File: src/rtl/ex_mem_block.sv
// Execute stage with EX/MEM pipeline register: ALU, branch/jump resolution,
// wrong-path squash after a redirect, and MEM back-pressure handling.
module ex_mem_block #(
  parameter int XLEN        = 32,
  parameter int FLUSH_DEPTH = 3
) (
  input  logic            CLK,
  input  logic            RST,
  input  logic [XLEN-1:0] PC,
  input  logic [XLEN-1:0] rs1_value,
  input  logic [XLEN-1:0] rs2_value,
  input  logic [XLEN-1:0] LoadStore32Address,
  input  logic [XLEN-1:0] LoadStoreOrjalAddress,
  input  logic [XLEN-1:0] auipcOrlui,
  input  logic [3:0]      ALUControl,
  input  logic            ALUSourceA,
  input  logic [1:0]      ALUSourceB,
  input  logic [2:0]      BranchType,
  input  logic            JumpReg,
  input  logic [4:0]      rd_in,
  input  logic            IDEXregWrite,
  input  logic            DmemREB,
  input  logic            DmemWEB,
  input  logic            Dmem1ALUOUT,
  input  logic            MEMStall,
  output logic            EXStall,
  output logic            PCsel,
  output logic [XLEN-1:0] JumporBranch,
  output logic [XLEN-1:0] EXMEMALUOUT,
  output logic [XLEN-1:0] EXMEMStoreData,
  output logic [4:0]      EXMEMrd,
  output logic            EXMEMregWrite,
  output logic            EXMEMDmemREB,
  output logic            EXMEMDmemWEB,
  output logic            EXMEMDmem1ALUOUT
);

  localparam int CW = $clog2(FLUSH_DEPTH + 1);

  typedef enum logic {RUN, FLUSH} state_t;

  state_t         state_reg, state_next;
  logic [CW-1:0]  count_reg, count_next;
  logic [XLEN-1:0] op_a, op_b, alu_result, target;
  logic [4:0]     shamt;
  logic           taken, redirect, squash;

  assign EXStall = MEMStall;

  always_comb begin
    op_a = ALUSourceA ? PC : rs1_value;
    case (ALUSourceB)
      2'b00:   op_b = rs2_value;
      2'b01:   op_b = LoadStore32Address;
      2'b10:   op_b = auipcOrlui;
      default: op_b = XLEN'(4);
    endcase
  end

  assign shamt = op_b[4:0];

  always_comb begin
    case (ALUControl)
      4'b0000: alu_result = op_a + op_b;
      4'b0001: alu_result = op_a - op_b;
      4'b0010: alu_result = op_a & op_b;
      4'b0011: alu_result = op_a | op_b;
      4'b0100: alu_result = op_a ^ op_b;
      4'b0101: alu_result = op_a << shamt;
      4'b0110: alu_result = op_a >> shamt;
      4'b0111: alu_result = $signed(op_a) >>> shamt;
      4'b1000: alu_result = XLEN'($signed(op_a) < $signed(op_b));
      4'b1001: alu_result = XLEN'(op_a < op_b);
      4'b1010: alu_result = op_b;
      default: alu_result = '0;
    endcase
  end

  // Branch conditions always look at the raw register operands, not the ALU inputs.
  always_comb begin
    case (BranchType)
      3'b001:  taken = (rs1_value == rs2_value);
      3'b010:  taken = (rs1_value != rs2_value);
      3'b011:  taken = ($signed(rs1_value) <  $signed(rs2_value));
      3'b100:  taken = ($signed(rs1_value) >= $signed(rs2_value));
      3'b101:  taken = (rs1_value <  rs2_value);
      3'b110:  taken = (rs1_value >= rs2_value);
      3'b111:  taken = 1'b1;
      default: taken = 1'b0;
    endcase
  end

  assign target = JumpReg ? ((rs1_value + LoadStore32Address) & {{(XLEN-1){1'b1}}, 1'b0})
                          : (PC + LoadStoreOrjalAddress);

  always_comb begin
    state_next = state_reg;
    count_next = count_reg;
    redirect   = 1'b0;
    squash     = 1'b0;
    if (!MEMStall) begin
      case (state_reg)
        RUN: begin
          if (taken) begin
            redirect   = 1'b1;
            state_next = FLUSH;
            count_next = CW'(FLUSH_DEPTH);
          end
        end
        default: begin
          squash     = 1'b1;
          count_next = count_reg - CW'(1);
          if (count_reg == CW'(1))
            state_next = RUN;
        end
      endcase
    end
  end

  always_ff @(posedge CLK) begin
    if (RST) begin
      state_reg        <= RUN;
      count_reg        <= '0;
      PCsel            <= 1'b0;
      JumporBranch     <= '0;
      EXMEMALUOUT      <= '0;
      EXMEMStoreData   <= '0;
      EXMEMrd          <= '0;
      EXMEMregWrite    <= 1'b0;
      EXMEMDmemREB     <= 1'b1;
      EXMEMDmemWEB     <= 1'b1;
      EXMEMDmem1ALUOUT <= 1'b0;
    end else begin
      state_reg <= state_next;
      count_reg <= count_next;
      PCsel     <= redirect;
      if (redirect)
        JumporBranch <= target;
      if (!MEMStall) begin
        if (squash) begin
          EXMEMALUOUT      <= '0;
          EXMEMStoreData   <= '0;
          EXMEMrd          <= '0;
          EXMEMregWrite    <= 1'b0;
          EXMEMDmemREB     <= 1'b1;
          EXMEMDmemWEB     <= 1'b1;
          EXMEMDmem1ALUOUT <= 1'b0;
        end else begin
          EXMEMALUOUT      <= alu_result;
          EXMEMStoreData   <= rs2_value;
          EXMEMrd          <= rd_in;
          EXMEMregWrite    <= IDEXregWrite;
          EXMEMDmemREB     <= DmemREB;
          EXMEMDmemWEB     <= DmemWEB;
          EXMEMDmem1ALUOUT <= Dmem1ALUOUT;
        end
      end
    end
  end

endmodule
File: config.mk
export PLATFORM = sky130hd
export DESIGN_NAME = ex_mem_block
export DESIGN_NICKNAME = d
export VERILOG_FILES = /design/src/rtl/ex_mem_block.sv
export SDC_FILE = /design/constraint.sdc
export NUM_CORES = 1
export LEC_CHECK = 0
export CELL_PAD_IN_SITES_DETAIL_PLACEMENT = 1
export CELL_PAD_IN_SITES_GLOBAL_PLACEMENT = 2
export CORE_MARGIN = 3
export CORE_UTILIZATION = 37
export DETAILED_ROUTE_END_ITERATION = 6
export DONT_BUFFER_PORTS = 1
export PLACE_DENSITY = 0.94
export SYNTH_ARGS = -nofsm -noshare
export SYNTH_HDL_FRONTEND = slang
export SYNTH_SLANG_ARGS = --single-unit
File: constraint.sdc
create_clock -name CLK -period 7.22 [get_ports CLK]
set_input_delay 2.166 -clock CLK [delete_from_list [all_inputs] [get_ports CLK]]
set_output_delay 2.166 -clock CLK [all_outputs]
set_load 0.05 [all_outputs]
## Yosys cells after proc, flatten, opt, wreduce, memory -nomap -nowiden

Cells that the tools add are included.

| word-level totals | value |
|---|---|
| bits of input ports | 215 |
| word-level logic and storage cells | 76 |
| flip-flop bits (word level) | 109 |
| output and inout bits | 107 |

| operators by class | value |
|---|---|
| add/subtract/negate cells | 5 |
| muxes and demuxes | 21 |
| shifts and indexed selects | 3 |
| bitwise gates (word level) | 4 |
| $lt $le $gt $ge | 6 |
| reduce and logical (&&, ||, !) cells | 4 |
| equal/unequal tests | 22 |

Operators by type and width:

| operator | count |
|---|---|
| $pmux W32 S11 | 1 |
| $lt A32 B32 Y1 | 4 |
| $mux W32 | 4 |
| $add A32 B32 Y32 | 3 |
| $pmux W32 S3 | 1 |
| $ge A32 B32 Y1 | 2 |
| $and A32 B32 Y32 | 1 |
| $eq A32 B32 Y1 | 1 |
| $ne A32 B32 Y1 | 1 |
| $or A32 B32 Y32 | 1 |
| $shl A32 B5 Y32 | 1 |
| $shr A32 B5 Y32 | 1 |
| $sshr A32 B5 Y32 | 1 |
| $sub A32 B32 Y32 | 1 |
| $xor A32 B32 Y32 | 1 |
| $eq A4 B3 Y1 const B | 4 |
| $eq A3 B3 Y1 const B | 4 |
| $eq A4 B4 Y1 const B | 3 |
| $mux W1 | 11 |
| $eq A4 B2 Y1 const B | 2 |
| $pmux W1 S7 | 1 |
| $eq A3 B2 Y1 const B | 2 |
| $mux W5 | 1 |
| $eq A2 B1 Y1 const B | 2 |
| other kinds (10) | 11 |

## Longest topological paths before layout

Gate-level depths: netlist (run 1).

| logic depth | value |
|---|---|
| word-level depth | 5 |
| mapped depth | 21 |
| mapped depth without buffers | 15 |

## Worst setup path after synthesis (run 1)

OpenSTA, ideal clock, no wires.

| timing path | value |
|---|---|
| path type | input-to-reg |
| start | in ALUSourceB[0] |
| end | reg EXMEMALUOUT[29] |
| library setup time | 0.130 ns |
| cell stages on the path | 17 |
| data arrival time | 5.895 ns |
| data required time | 7.090 ns |
| setup slack | 1.195 ns |
| path through | buf_6 > buf_2 > buf_2 > buf_2 > mux2i_1 > o21ai_0 > inv_1 > ha_1 > buf_2 > nor4_1 > a211oi_2 > nor2_4 > a41oi_2 > o41a_1 > o311a_1 > a2111oi_2 > a211oi_1 |

| on the way | value |
|---|---|
| word-level cells in the longest chain between the ends | 5 |
| elaborated cells on any way between the ends | 14 |

RTL lines:

| item | line | text |
|---|---|---|
| start: declaration | 17 | `input logic [1:0] ALUSourceB,` |
| $eq A2 B2 Y1 (tied with other cells) | 52 | `case (ALUSourceB)` |
| $pmux W32 S3 * | 52 |  |
| $sub A32 B32 Y32 (tied with other cells) | 65 | `4'b0001: alu_result = op_a - op_b;` |
| $pmux W32 S11 * | 63 | `case (ALUControl)` |
| $mux W32 * | 140 | `if (squash) begin` |
| end signal: assignment | 149 | `EXMEMALUOUT <= alu_result;` |
| end: declaration | 29 | `output logic [XLEN-1:0] EXMEMALUOUT,` |

Mark *: on every way between the ends. The rest lies on a longest branch, timed or not.
A chain may end at the register's enable or synchronous reset.

## Final worst setup path (run 1)

| timing path | value |
|---|---|
| start | in ALUSourceB[1] |
| end | reg EXMEMALUOUT[20] |

The elaborated chain is that of the path after synthesis.

==> results of run 1 <==
## Yosys cell counts (11+ instances only)
library cell / number
and3_1: 16
a221o_1: 11
a221oi_1: 40
o2111ai_1: 17
o21ai_1: 32
inv_1: 144
nand3_1: 55
o22ai_1: 31
clkbuf_1: 87
a21o_1: 30
xnor2_1: 34
o211ai_1: 49
nand2b_1: 27
o21ai_0: 167
o21bai_1: 14
nor2_1: 283
nand2_1: 264
o31ai_1: 16
nor3_1: 44
a22oi_1: 60
xor2_1: 22
mux2i_1: 144
buf_4: 11
dfxtp_1: 109
ha_1: 195
o21a_1: 26
buf_6: 11
and2_1: 11
buf_2: 49
a21oi_1: 225
or3_1: 17
a211oi_1: 50
a311oi_1: 13
a31oi_1: 33
buf_1: 14
nand4_1: 17
nor2b_1: 20
## worst max-delay path, cell delays in order
cell	delay, ns
nor2b_2	0.42
nand2_1	0.09
o21ai_0	0.28
inv_1	0.17
ha_1	0.49
o21a_1	0.25
o211ai_1	0.16
a21oi_1	0.10
or3_1	0.43
a31oi_1	0.32
o21ai_1	0.16
a31oi_1	0.22
xnor2_1	0.09
a2111oi_1	0.73
o21ai_1	0.10
## per-stage QoR
stage	worst slack, ns	util	instance area [um2]	std cells
floorplan	1.19	-	18300	2589
global placement	1.16	0.387	18700	3121
detailed placement	1.10	0.387	18700	3121
CTS	1.53	0.394	19000	3137
global route	1.02	0.394	19000	3139
finish	1.33	0.394	19000	3142
## layout make-up
| type | instances | area share |
|---|---|---|
| multi-input combinational | 2155 | 0.775 |
| antenna | 5 | 0.000658 |
| timing repair buffer | 49 | 0.0200 |
| clock buffer | 11 | 0.0133 |
| inverter | 152 | 0.0301 |
| tap | 656 | 0.0432 |
| sequential | 109 | 0.115 |
| clock inverter | 5 | 0.00336 |
## logic make-up after synthesis
group                      Yosys count
muxes                              164
and+or+nand+nor                    802
AOI/OAI and AO/OA                  934
buffers and inverters              325
DFF                                109
xor gates and xnor gates            56
adders and majority gates          199
## per-layer routing
metal	routed length, um	global-route usage
met1	37700	0.442
met2	41900	0.545
met3	11100	0.102
met4	4350	0.147
met5	46	0
## worst max-delay path by stage
| stage | from | end | slack [ns] | depth (start not counted) |
|---|---|---|---|---|
| 6_report | ALUSourceB[1] | EXMEMALUOUT[20]$_SDFFE_PP0N_ | 1.33 | 15 |
| 5_1_grt | ALUSourceB[1] | EXMEMALUOUT[28]$_SDFFE_PP0N_ | 1.02 | 15 |
| 4_1_cts | ALUSourceB[1] | EXMEMALUOUT[20]$_SDFFE_PP0N_ | 1.53 | 15 |
| 3_5_place_dp | ALUSourceB[1] | EXMEMALUOUT[20]$_SDFFE_PP0N_ | 1.10 | 15 |
| 3_3_place_gp | ALUSourceB[1] | EXMEMALUOUT[20]$_SDFFE_PP0N_ | 1.16 | 15 |
| 2_1_floorplan | ALUSourceB[0] | EXMEMALUOUT[29]$_SDFFE_PP0N_ | 1.19 | 17 |
## report_power, final
group	internal [mW]	switching (mW)
Combinational	0.596	1.17
Clock	0.293	0.309
Sequential	0.652	0.216
## cells in the final DEF, fill, tap and decap left out, types with 27 or more instances in the layout
cell / instances
nor2_1: 282
nand2_1: 264
a21oi_1: 225
ha_1: 195
o21ai_0: 167
mux2i_1: 144
inv_1: 144
dfxtp_1: 109
a22oi_1: 60
nand3_1: 55
a211oi_1: 50
o211ai_1: 49
buf_4: 48
nor3_1: 40
a221oi_1: 40
xnor2_1: 34
a31oi_1: 33
o21ai_1: 31
o22ai_1: 31
a21o_1: 30
nand2b_1: 27
==> impl_metrics.env, run 1 <==
export IMPL_status="completed"
export IMPL_regArea_um2=2180
export IMPL_worstSetupPathType="input pin to register"
export IMPL_required_ns=7.52
export IMPL_peakVddDrop_v=0.000146
export IMPL_ys_async_sr_fraction=0
export IMPL_place_gp_congestion=1.10
export IMPL_rsz0062_at_grt="false"
export IMPL_synth_area_leaders="ha_1, dfxtp_1, mux2i_1"
export IMPL_die_y_um=228
export IMPL_ys_seq_area_frac=0.119
export IMPL_clockBufferDepth=2
export IMPL_core_area_um2=48200
export IMPL_synth_cells=2589
export IMPL_r2r_end="EXMEMALUOUT[6]$_SDFFE_PP0N_"
export IMPL_synth_edf_count=0
export IMPL_reg2reg_slack_ns=5.00
export IMPL_hpwl_um=75700
export IMPL_hold_buffers=0
export IMPL_top_regs="EXMEMALUOUT: 32 flops, EXMEMStoreData: 32 flops, JumporBranch: 32 flops"
export IMPL_drive_above_1_share=0.0605
export IMPL_rows=80
export IMPL_syn_area_um2=18300
export IMPL_synth_top_family_by_area="compound AO/OA/AOI/OAI gates"
export IMPL_synth_net_count=3003
export IMPL_grt_use_total=0.347
export IMPL_cp_max_fo=38
export IMPL_whs_path_depth=1
export IMPL_fp_dieArea_um2=52100
export IMPL_grt_pass1_wl_um=139000
export IMPL_drt_iter0_markers=2466
export IMPL_min_to="count_reg[1]$_SDFFE_PP0P_"
export IMPL_synth_xor_xnor_area_share=0.0268
export IMPL_setup_tns_ns=0
export IMPL_ctsRootBufferMaster="clkbuf_16"
export IMPL_fin_crit_sh=0.816
export IMPL_finalCriticalPeriod_ns=5.89
export IMPL_p_per_area_nw_per_um2=170
export IMPL_synthSimpleGateAreaFrac=0.197
export IMPL_setup_viol=0
export IMPL_num_vias=21400
export IMPL_hold_worst_slack_ns=0.517
export IMPL_synth_area_mux_share=0.0947
export IMPL_slew_violations=0
export IMPL_critPathLaunchType="input pin"
export IMPL_rr_startpoint="EXMEMALUOUT[6]$_SDFFE_PP0N_"
export IMPL_gr_total_overflow=0
export IMPL_ant_nets=0
export IMPL_yosys_area_top_type="ha_1"
export IMPL_p_total_mw=3.24
export IMPL_final_nets=2890
export IMPL_ys_ff_latch=109
export IMPL_dr_pass1_iters=5
export IMPL_syn_avg_cell_area_um2=7.06
export IMPL_tritoncts="yes"
export IMPL_maxCapViolations=0
export IMPL_worstMarginPinSlew_ns=1.10
export IMPL_slew_headroom=0.265
export IMPL_synth_compound_area_frac=0.346
export IMPL_reg2reg_depth=6
export IMPL_grt_pass1_vias=21400
export IMPL_postCtsSetupBuffers=0
export IMPL_ios=322
export IMPL_synthAdderAreaFrac=0.138
export IMPL_finClkSkew_ns=0.0126
export IMPL_die_w_um=228
export IMPL_power_leakage_nw=7.86
export IMPL_htree_num_levels=3
export IMPL_grt_max_degree=107
export IMPL_area_growth_pct=4.05
export IMPL_nFillCells=6227
export IMPL_wl_um=95100
export IMPL_viasPerCell=6.82
export IMPL_min_from="count_reg[1]$_SDFFE_PP0P_"
export IMPL_clkLatencyLatePin_ns=0.43
export IMPL_crit_arrival_ns=6.19
export IMPL_synth_main_ff_cell="dfxtp_1"
export IMPL_cts_resized=0
export IMPL_drcViolationCount=0
export IMPL_cts_buffers_inserted=9
export IMPL_routedWlPerCell_um=30.3
export IMPL_io_buffers=0
export IMPL_multi_input_area_um2=14700
export IMPL_fmax_mhz=170
export IMPL_path_clk_slew_ns=0.09
export IMPL_ys_types=108
export IMPL_hp_class="register to register"
export IMPL_initial_utilization=0.379
export IMPL_synth_top_area_share=0.134
export IMPL_worstSetupEndpointType="register"
export IMPL_clock_sinks=109
export IMPL_antenna_found_initial=10
export IMPL_hold_viol_final=0
export IMPL_yosys_warnings=0
No activity file was read; power rests on OpenSTA's default activity.
==> run 2, diff against run 1 <==
- clock period: 7.22 -> 6.05 ns (I/O delays scaled with it)
==> run 2 against run 1 <==
- the flow now finishes with violations (DRC)
- global-route usage down 1.1 points
- sequential power grew 19%
- clock-buffer cell count down 2
- via count is 2.1% lower
==> impl_metrics.env, run 2 (same netlist as run 1, synthesis figures left out) <==
export IMPL_status="complete, but fails checks"
export IMPL_violations="DRC"
export IMPL_fin_crit_sh=0.893
export IMPL_ios=322
export IMPL_maxCapViolations=0
export IMPL_drt_iter0_markers=1805
export IMPL_crit_arrival_ns=5.69
export IMPL_viasPerCell=6.59
export IMPL_critPathLaunchType="input pin"
export IMPL_pre_cts_ws_ns=0.379
export IMPL_rows=80
export IMPL_drive_above_1_share=0.0743
export IMPL_required_ns=6.34
export IMPL_worst_slack_ns=0.645
export IMPL_grt_pass1_vias=21100
export IMPL_cts_buffers_inserted=9
export IMPL_final_common_cell="nor2_1"
export IMPL_finClkSkew_ns=0.00985
export IMPL_reg2reg_depth=5
export IMPL_routedWlPerCell_um=28.9
export IMPL_tritoncts="yes"
export IMPL_place_gp_congestion=1.00
export IMPL_area_growth_pct=5.42
export IMPL_cts_resized=0
export IMPL_grt_pass1_wl_um=136000
export IMPL_dr_pass1_iters=7
export IMPL_setup_viol=0
export IMPL_die_w_um=228
export IMPL_hold_viol_final=0
export IMPL_setup_tns_ns=0
export IMPL_core_area_um2=48200
export IMPL_worstSetupEndpointType="register"
export IMPL_rsz0062_at_grt="false"
export IMPL_drcViolationCount=1
export IMPL_top_regs="EXMEMALUOUT: 32 flops, EXMEMStoreData: 32 flops, JumporBranch: 32 flops"
export IMPL_whs_path_depth=1
export IMPL_worstMarginPinSlew_ns=1.11
export IMPL_grt_max_degree=107
export IMPL_fin_util=0.399
export IMPL_power_leakage_nw=8.02
export IMPL_dp_cells=3160
export IMPL_htree_num_levels=3
export IMPL_initial_utilization=0.379
export IMPL_clock_sinks=109
export IMPL_gr_total_overflow=0
export IMPL_hold_buffers=0
export IMPL_layoutNonFillerInstCount=3180
export IMPL_antenna_found_initial=9
export IMPL_cp_max_fo=34
export IMPL_clkLatencyLatePin_ns=0.41
export IMPL_p_per_area_nw_per_um2=195
export IMPL_p_total_mw=3.75
export IMPL_io_buffers=0
export IMPL_num_vias=21000
export IMPL_die_y_um=228
export IMPL_hp_class="register to register"
export IMPL_fmax_mhz=185
export IMPL_path_clk_slew_ns=0.08
export IMPL_postCtsSetupBuffers=0
export IMPL_grt_use_total=0.336
export IMPL_ctsRootBufferMaster="clkbuf_16"
export IMPL_reg2reg_slack_ns=3.73
export IMPL_clockBufferDepth=2
export IMPL_slew_headroom=0.254
export IMPL_final_nets=2929
export IMPL_fp_dieArea_um2=52100
export IMPL_slew_violations=0
export IMPL_wl_um=91900
export IMPL_finalCriticalPeriod_ns=5.40
export IMPL_final_cell_mix="nor2_1, nand2_1, a21oi_1"
export IMPL_ant_nets=0
export IMPL_nFillCells=6189
export IMPL_peakVddDrop_v=0.000118
export IMPL_hpwl_um=74400
export IMPL_worstSetupPathType="input pin to register"
run 2: changes by cell type in the layout (fill, tap and decap cells not counted):
cell,delta
clkinvlp_4,+1
diode_2,+1
o21ai_4,+1
bufinv_16,-1
buf_4,+39
o21ai_2,-1
clkinv_4,+1
inv_8,-1
clkbuf_8,-2
run 2: power by group:
group          switching, mW  internal, mW  total [mW]
registers              0.256         0.778        1.03
logic                   1.35         0.739        2.09
clock network          0.346         0.278       0.624
run 2: stage by stage:
step / instance area, um2 / hold WS [ns]
after detailed placement: 19000 / 0.476
after global routing: 19200 / 0.503
after CTS: 19200 / 0.496
after global placement: 19000 / 0.447
final: 19300 / 0.492
after floorplan: 18300 / 0.440
run 2: area by class of cell:
| cell class | instances | area [um2] | share of cell area |
|---|---|---|---|
| Inverter | 152 | 573 | 0.0298 |
| Tap cell | 656 | 821 | 0.0426 |
| Clock buffer | 9 | 225 | 0.0117 |
| Multi-Input combinational cell | 2155 | 14700 | 0.765 |
| Timing Repair Buffer | 88 | 673 | 0.0350 |
| Sequential cell | 109 | 2180 | 0.113 |
| Antenna cell | 6 | 15.0 | 0.000780 |
| Clock inverter | 5 | 38.8 | 0.00201 |
run 2: final timing paths:
kind / startpoint / to
max: ALUSourceA / EXMEMALUOUT[28]$_SDFFE_PP0N_
max reg2reg: EXMEMALUOUT[0]$_SDFFE_PP0N_ / EXMEMALUOUT[0]$_SDFFE_PP0N_
min: count_reg[1]$_SDFFE_PP0P_ / count_reg[1]$_SDFFE_PP0P_
min reg2reg: count_reg[1]$_SDFFE_PP0P_ / count_reg[1]$_SDFFE_PP0P_
run 2: layer usage:
| metal | vias up | routed length, um | global-route usage |
|---|---|---|---|
| met5 | - | 43 | 0 |
| met4 | 8 | 3380 | 0.116 |
| met3 | 179 | 8950 | 0.0923 |
| met2 | 952 | 41600 | 0.549 |
| met1 | 10400 | 38000 | 0.426 |
| li1 | 9427 | - | - |
run 2: worst max-delay path, stage by stage:
cell and delay (ns):
o21ai_0 0.46, inv_1 0.17, ha_1 0.27, fa_1 0.48, o21bai_1 0.23, a221oi_1 0.17
o41ai_2 0.42, nand4_1 0.24, nand4_1 0.25, a31oi_1 0.17, o21ai_1 0.25, xnor2_1 0.10
a2111oi_0 0.53, o21ai_1 0.09
==> run 3, diff against run 2 <==
- CAP_MARGIN: default -> 0
- GPL_TIMING_DRIVEN: default -> 0
==> run 3 against run 2 <==
- the flow finishes with violations (setup timing)
- sequential share of layout area fell by 0.29 points
- first-iteration DRC count up 25%
- register-to-register slack worse by 1.0 ns
- clock power increased by 18%
- non-clock buffer count increased by 87
- largest cell class unchanged
- hold slack improved by 0.0028 ns
- design area up 2.6%
- via count increased by 6.0%
- routed wire length is 23% higher
- global-route usage is 7.5 points higher
- flip-flop and latch count stayed put
- critical path depth increased by 1
==> impl_metrics.env, run 3 (same netlist as run 1, synthesis figures left out) <==
export IMPL_status="complete, but fails checks"
export IMPL_violations="setup timing"
export IMPL_postLayoutCellArea_um2=19800
export IMPL_drcViolationCount=0
export IMPL_grt_max_degree=22
export IMPL_clockBufferDepth=2
export IMPL_clkPwrFrac=0.178
export IMPL_reg2reg_depth=4
export IMPL_hpwl_um=94700
export IMPL_num_vias=22200
export IMPL_path_clk_slew_ns=0.09
export IMPL_drt_iter0_markers=2248
export IMPL_p_sw_frac=0.545
export IMPL_crit_buf_inv=4
export IMPL_area_growth_pct=8.19
export IMPL_worst_slack_ns=-0.0511
export IMPL_cp_slowest_stage_delay_ns=0.92
export IMPL_whs_path_depth=1
export IMPL_initial_utilization=0.379
export IMPL_cp_max_fo=10
export IMPL_die_w_um=228
export IMPL_setup_viol=2
export IMPL_hold_viol_final=0
export IMPL_postPlaceCellArea_um2=19100
export IMPL_power_leakage_nw=8.17
export IMPL_viasPerCell=6.80
export IMPL_finalCriticalPeriod_ns=6.10
export IMPL_finClkSkew_ns=0.0115
export IMPL_die_y_um=228
export IMPL_dr_pass1_iters=6
export IMPL_ant_nets=0
export IMPL_required_ns=6.30
export IMPL_io_buffers=0
export IMPL_clock_sinks=109
export IMPL_hp_class="register to register"
export IMPL_cts_buffers_inserted=9
export IMPL_hold_buffers=0
export IMPL_p_comb_frac=0.571
export IMPL_critPathLaunchType="input pin"
export IMPL_cp_depth=15
export IMPL_ctsRootBufferMaster="clkbuf_16"
export IMPL_place_gp_congestion=1.07
export IMPL_worstSetupPathType="input pin to register"
export IMPL_drive_above_1_share=0.0832
export IMPL_fp_dieArea_um2=52100
export IMPL_worstSetupEndpointType="register"
export IMPL_final_cell_mix="nor2_1, nand2_1, a21oi_1"
export IMPL_final_common_cell="nor2_1"
export IMPL_top_regs="EXMEMALUOUT: 32 flops, EXMEMStoreData: 32 flops, JumporBranch: 32 flops"
export IMPL_worstMarginPinSlew_ns=1.32
export IMPL_final_nets=3016
export IMPL_gr_total_overflow=0
export IMPL_p_int_mw=1.88
export IMPL_clkLatencyLatePin_ns=0.42
export IMPL_hold_worst_slack_ns=0.494
export IMPL_p_switching_mw=2.25
export IMPL_grt_use_total=0.412
export IMPL_grt_pass1_wl_um=159000
export IMPL_slew_headroom=0.118
export IMPL_crit_arrival_ns=6.35
export IMPL_ios=322
export IMPL_cp_slowest_cell="mux2i_1"
export IMPL_tritoncts="yes"
export IMPL_rows=80
export IMPL_worstPathCellList="buf_2 -> buf_6 -> mux2i_1 -> inv_1 -> ha_1 -> a221oi_2 -> o41ai_4 -> buf_4 -> nand4_1 -> nand4_1 -> a31oi_4 -> o21a_1 -> o22ai_1 -> o21bai_1 -> a221oi_2"
export IMPL_fin_crit_sh=1.01
export IMPL_p_seq_frac=0.250
export IMPL_peakVddDrop_v=0.000124
export IMPL_routedWlPerCell_um=34.6
export IMPL_fmax_mhz=164
export IMPL_rsz0062_at_grt="false"
export IMPL_grt_pass1_vias=22400
export IMPL_slew_violations=0
export IMPL_p_total_mw=4.13
export IMPL_maxCapViolations=0
export IMPL_core_area_um2=48200
export IMPL_wl_um=113000
export IMPL_p_per_area_nw_per_um2=209
export IMPL_pre_cts_ws_ns=-1.68
export IMPL_antenna_found_initial=5
export IMPL_htree_num_levels=3
export IMPL_critical_path_top_delay_family="compound AO/OA/AOI/OAI gates"
[run 3: layout make-up]
class / instances / area, um2
fill: 6160 / 28500
multi-input combinational: 2155 / 14900
sequential: 109 / 2180
buffer: 166 / 890
tap: 656 / 821
inverter: 152 / 573
clock buffer: 10 / 239
clock inverter: 6 / 83.8
timing repair buffer: 9 / 75.1
antenna: 3 / 7.51
[run 3: layer usage]
metal | vias to the layer above | routed length, um | global-route usage
met4 | 4 | 7110 | 0.217
li1 | 9599 | - | -
met3 | 302 | 10200 | 0.105
met1 | 11100 | 44400 | 0.494
met2 | 1206 | 51300 | 0.677
met5 | - | 34 | 0
[run 3: stage by stage]
stage | utilization | std cells | TNS (ns)
floorplan | - | 2589 | 0
global placement | 0.396 | 3245 | -26.67
detailed placement | 0.396 | 3247 | -28.50
CTS | 0.406 | 3262 | 0
global route | 0.410 | 3265 | 0
finish | 0.410 | 3266 | -0.0559
[run 3: final timing paths]
path	from	end	slack, ns
max	ALUSourceA	EXMEMALUOUT[26]$_SDFFE_PP0N_	-0.05
min	count_reg[1]$_SDFFE_PP0P_	count_reg[1]$_SDFFE_PP0P_	0.49
max reg2reg	state_reg$_SDFFE_PP0N_	EXMEMALUOUT[5]$_SDFFE_PP0N_	2.73
min reg2reg	count_reg[1]$_SDFFE_PP0P_	count_reg[1]$_SDFFE_PP0P_	0.49
[run 3: what timing repair did]
item / 4_1_cts / 5_1_grt
pin swaps: 4 / 5
buffers inserted: 4 / 3
cloned: 0 / 0
endpoints found under the setup margin: 27 / 12
resized for setup: 47 / 41
[run 3: power by group through the flow]
stage	registers (mW)	clock network [mW]	logic [mW]
3_3_place_gp	1.05	0	2.16
3_5_place_dp	1.05	0	2.20
6_report	1.03	0.737	2.36
2_1_floorplan	1.03	0	1.47
4_1_cts	1.03	0.730	2.23
5_1_grt	1.04	0.753	2.49
